File: src/rtl/pc_sequencer_pkg.sv
// Shared CPU definitions: redirect-select encoding, sequencer states and reset vector.
package pc_sequencer_pkg;

  localparam logic [31:0] RESET_VECTOR_DEFAULT = 32'hBFC0_0000;

  typedef enum logic [1:0] {
    PC_SEQ    = 2'b00,
    PC_BRANCH = 2'b01,
    PC_JUMP   = 2'b10,
    PC_REG    = 2'b11
  } pc_sel_e;

  typedef enum logic [1:0] {
    ST_RUN    = 2'b00,
    ST_DELAY  = 2'b01,
    ST_HALTED = 2'b10
  } seq_state_e;

  // Branch immediates count words, so scale to bytes after sign extension.
  function automatic logic [31:0] branch_byte_offset(input logic [15:0] imm);
    return {{14{imm[15]}}, imm, 2'b00};
  endfunction

endpackage

File: src/rtl/pc_target_calc.sv
// Combinational redirect target computation for branch, jump and register redirects.
module pc_target_calc
  import pc_sequencer_pkg::*;
(
  input  logic [31:0] pc_i,
  input  logic [1:0]  pc_sel_i,
  input  logic [25:0] instr_index_i,
  input  logic [31:0] reg_i,
  output logic [31:0] pc_plus4_o,
  output logic [31:0] target_o
);

  logic [31:0] pc4;

  assign pc4        = pc_i + 32'd4;
  assign pc_plus4_o = pc4;

  always_comb begin
    target_o = pc4;
    case (pc_sel_e'(pc_sel_i))
      PC_BRANCH: target_o = pc4 + branch_byte_offset(instr_index_i[15:0]);
      PC_JUMP:   target_o = {pc4[31:28], instr_index_i, 2'b00};
      PC_REG:    target_o = reg_i;
      default:   target_o = pc4;
    endcase
  end

endmodule

File: src/rtl/pc_sequencer.sv
// Program counter sequencer with one branch delay slot and halt-on-jump-to-zero.
module pc_sequencer
  import pc_sequencer_pkg::*;
#(
  parameter logic [31:0] RESET_VECTOR = RESET_VECTOR_DEFAULT
) (
  input  logic        clk,
  input  logic        reset,
  input  logic        clk_enable,
  input  logic [1:0]  pc_sel,
  input  logic [31:0] instr_readdata,
  input  logic [31:0] reg_readdata,
  output logic [31:0] instr_address,
  output logic [31:0] link_addr,
  output logic        active
);

  seq_state_e  state_q, state_d;
  logic [31:0] pc_q, pc_d;
  logic [31:0] pend_q, pend_d;
  logic        active_q, active_d;

  logic [31:0] pc_plus4;
  logic [31:0] target;

  // Opcode/register fields are decoded elsewhere; only the index field matters here.
  logic unused_opcode;
  assign unused_opcode = ^instr_readdata[31:26];

  pc_target_calc u_target (
    .pc_i          (pc_q),
    .pc_sel_i      (pc_sel),
    .instr_index_i (instr_readdata[25:0]),
    .reg_i         (reg_readdata),
    .pc_plus4_o    (pc_plus4),
    .target_o      (target)
  );

  always_comb begin
    state_d  = state_q;
    pc_d     = pc_q;
    pend_d   = pend_q;
    active_d = active_q;
    if (clk_enable) begin
      case (state_q)
        ST_RUN: begin
          pc_d = pc_plus4;
          if (pc_sel_e'(pc_sel) != PC_SEQ) begin
            pend_d  = target;
            state_d = ST_DELAY;
          end
        end
        // pc_sel is ignored here: a redirect sitting in the delay slot is dropped.
        ST_DELAY: begin
          pc_d = pend_q;
          if (pend_q == '0) begin
            state_d  = ST_HALTED;
            active_d = 1'b0;
          end else begin
            state_d  = ST_RUN;
          end
        end
        default: ;
      endcase
    end
  end

  always_ff @(posedge clk) begin
    if (reset) begin
      state_q  <= ST_RUN;
      pc_q     <= RESET_VECTOR;
      pend_q   <= '0;
      active_q <= 1'b1;
    end else begin
      state_q  <= state_d;
      pc_q     <= pc_d;
      pend_q   <= pend_d;
      active_q <= active_d;
    end
  end

  assign instr_address = pc_q;
  assign link_addr     = pc_q + 32'd8;
  assign active        = active_q;

endmodule

File: config.mk
export PLATFORM = sky130hd
export DESIGN_NAME = pc_sequencer
export DESIGN_NICKNAME = d
export VERILOG_FILES = /design/src/rtl/pc_sequencer_pkg.sv /design/src/rtl/pc_target_calc.sv /design/src/rtl/pc_sequencer.sv
export SDC_FILE = /design/constraint.sdc
export NUM_CORES = 1
export LEC_CHECK = 0
export ABC_CLOCK_PERIOD_IN_PS = 5400
export BUFFER_PORTS_ARGS = -buffer_cell sky130_fd_sc_hd__clkbuf_2
export CAP_MARGIN = 20
export CORE_UTILIZATION = 56
export CTS_BUF_LIST = sky130_fd_sc_hd__clkbuf_8 sky130_fd_sc_hd__clkbuf_16
export CTS_CLUSTER_SIZE = 30
export DETAILED_ROUTE_END_ITERATION = 10
export PLACE_DENSITY = 0.82
export SYNTH_ARGS = -nofsm -noshare
export SYNTH_HDL_FRONTEND = slang
export SYNTH_SLANG_ARGS = --single-unit
File: constraint.sdc
create_clock -name clk -period 5.4 [get_ports clk]
set_clock_uncertainty 0.2 [all_clocks]
set_input_delay 0.54 -clock clk [delete_from_list [all_inputs] [get_ports clk]]
set_output_delay 0.54 -clock clk [all_outputs]
set_load 0.02 [all_outputs]
==> results.cfg <==
[worst_hold_path]
hold_path_end = active$_SDFFE_PP1P_
whs_path_depth = 2
hold_path_class = flop to flop
hp-start = active$_SDFFE_PP1P_

[clocking]
post_cts_resized = 0
clockBufferDepth = 2
tritoncts = yes
post_cts_buffers = 0
clock_latency_ns = 0.36
cts.sink_count = 67
hold_buffers = 0
cts_made_buffers = 9
htreeDepth = 3
cts_root_buf = clkbuf_8
path_clk_slew_ns = 0.08

[synthesis]
synthMuxAreaShare_pct = 3.12
synth-seq-cells = 67
synthTopCellsByCount = 114 x nor2_1, 96 x nand2_1, 84 x a21oi_1
synth_async_sr_flop_share_pct = 0
synth-edff-count = 0
synth_area_leaders = dfxtp_1 21%, ha_1 7.3%, nor2_1 6.8%, a21oi_1 6.7%, xnor2_1 6.4%
synth-xor-area-share_pct = 10.1
ys_seq_area_share_pct = 21.3
synth_top_family_by_area = simple AND/OR/NAND/NOR gates
synthAdderAreaFrac_pct = 7.66
syn_area_per_cell_um2 = 7.15
synth_ff_type = dfxtp_1
syn-num-nets = 989
synth_most_common_cell = nor2_1
synth_top_area_share_pct = 21.3
netlist_instances = 882
synthesis.area_um2 = 6300
synth_simple_gate_area_share_pct = 26.1
synth_top_cell_by_area = dfxtp_1
synth-compound-area-share_pct = 26.0
yosysWarningCount = 0
synth_cell_types = 68

[global_routing]
grt_pass1_vias = 5900
grt_max_degree = 73
track_usage_pct = 35.0
grt_overflow = 0
grt_pass1_wl_mm = 31.4
antenna_found_initial = 0

[final_layout]
final_nets = 1068
design_area_um2 = 7100
area_delta_synth_final_pct = 12.5
fin_cells = 1106
drive_gt1_share_pct = 18.2
final_util_pct = 65.2
num_antenna_cells = 0
nFillCells = 1012

[timing]
setup_ws_ns = 0.845
hold_viol = 0
tightest_slew_ns = 0.913
fin_crit_sh_pct = 84.4
whs_ns = 0.262
rsz0062_at_grt = no
tns_ns = 0
timing.slew.headroom_pct = 38.3
drv_slew = 0
setup_viol = 0
fin_crit_ns = 4.56
fmax_mhz = 220

[power]
power.switching_mw = 0.600
pwr-share-comb_pct = 34.5
vdd_drop_max_mv = 0.114
p_int_mw = 0.963
powerDensity_nw_per_um2 = 220
p_clk_share_pct = 27.2
swShare_pct = 38.4
sequentialPowerShare_pct = 38.3
leakage_nw = 3.03
power.total_mw = 1.56

[worst_setup_path]
worstReg2RegEnd = pend_q[28]$_SDFFE_PP0P_
worstPathArrival_ns = 4.61
endpoint_kind = flop
rr_worst_depth = 13
cp_top_family = simple AND/OR/NAND/NOR gates
startpoint_type = flop
crit_required_ns = 5.46
path_max_fanout = 10
reg2reg_from = instr_address[4]$_SDFFE_PP0P_
path_class = flop to flop
crit_chain = ha_1 -> nand3_1 -> nor4_2 -> and3_1 -> nand3_1 -> xnor2_1 -> ha_1 -> a21oi_1 -> o21bai_1 -> a221o_1 -> a21o_1 -> or3_1 -> a31o_1
slowest_stage = nor4_2
path_buf_inv = 0
r2r_setup_slack_ns = 0.84
cpPeakStageDelay_ns = 0.56

[floorplanning]
pin_count = 134
rows = 38
die_h_um = 108
initial_core_util_pct = 57.9
fp.dieArea_um2 = 11700
die_w_um = 108
coreArea_um2 = 10900

[place]
hpwl_mm = 15.1
gp_congestion = 0.989
numPortBuffers = 127
dpl_cell_area_um2 = 6900
dp.cells = 1090
post-place-ws_ns = 0.966

[detailed_routing]
postRouteAntennaNets = 0
wl_mm = 20.2
drt-wirelength-per-cell_um = 18.2
drt_iter0_drc = 659
drt_pass1_iterations = 5
num_vias = 6897
via_per_inst = 6.24
drcViolationCount = 0

[status]
status = finished, final reports clean

[flow_run]
drv_cap = 0
## cell families (layout without fill, tap and decap cells)
kind of cell               count (synthesis)  count (layout)
DFF                                       67              67
muxes                                     19              19
xor gates and xnor gates                  71              71
and+or+nand+nor                          343             343
buffers and inverters                     87             171
AOI/OAI and AO/OA                        257             257
adders and majority gates                 38              38
## flip-flops by register name, summed over array words and instances, names as in the netlist
register       flops
pend_q            32
active             1
state_q            2
instr_address     32
## area by class of cell
cell class	count	area [um2]	share of cell area, %
clock buffer	10	138	1.94
clock inverter	6	57.6	0.811
inverter	17	63.8	0.899
multi-input combinational	728	4600	64.9
sequential	67	1340	18.9
tap	140	175	2.47
timing repair buffer	138	718	10.1
## tightest hold or removal path: stages, from the launching register on
cell      delay [ns]
dfxtp_1         0.31
inv_1           0.05
o21bai_1        0.06
## power groups by stage
| stage | logic (mW) | registers [mW] | clock network [mW] |
|---|---|---|---|
| global placement | 0.519 | 0.605 | 0 |
| finish | 0.539 | 0.599 | 0.426 |
| detailed placement | 0.526 | 0.606 | 0 |
| CTS | 0.528 | 0.595 | 0.424 |
| global route | 0.590 | 0.603 | 0.451 |
| floorplan | 0.387 | 0.586 | 0 |
## routing by layer
metal / track usage [%] / vias to the layer above / routed length, um
met4: 11.3 / 0 / 427
met2: 52.7 / 358 / 8720
met3: 5.12 / 27 / 2090
li1: - / 3343 / -
met5: 0 / - / 0
met1: 50.7 / 3169 / 8930
## cells in the final DEF (no fill, tap or decap), drive strengths merged, types with 5 or more instances in the layout
cell type,n
a311oi,5
dfxtp,67
o221ai,5
or2,7
clkbuf,137
a221oi,6
o21ai,56
o211ai,8
nand4,26
a21o,9
o21bai,9
and3,10
or3,5
xnor2,46
ha,37
o21a,15
nand2,96
buf,11
nor3,17
mux2i,14
nor4,12
nor2b,7
nor2,114
o22ai,14
a211o,5
a211oi,9
inv,19
a21oi,84
o221a,7
or4,5
mux2,5
xor2,24
nand3,28
## worst max path at each step
| stage | from | to | slack [ns] | cells after the start |
|---|---|---|---|---|
| 2_1_floorplan | instr_address[3]$_SDFFE_PP0P_ | pend_q[31]$_SDFFE_PP0P_ | 1.42 | 13 |
| 3_3_place_gp | instr_address[4]$_SDFFE_PP0P_ | pend_q[28]$_SDFFE_PP0P_ | 1.00 | 13 |
| 3_5_place_dp | instr_address[4]$_SDFFE_PP0P_ | pend_q[28]$_SDFFE_PP0P_ | 0.97 | 13 |
| 4_1_cts | instr_address[4]$_SDFFE_PP0P_ | pend_q[28]$_SDFFE_PP0P_ | 0.92 | 13 |
| 5_1_grt | instr_address[4]$_SDFFE_PP0P_ | pend_q[28]$_SDFFE_PP0P_ | 0.59 | 13 |
| 6_report | instr_address[4]$_SDFFE_PP0P_ | pend_q[28]$_SDFFE_PP0P_ | 0.84 | 13 |
No activity file was read; power rests on OpenSTA's default activity.
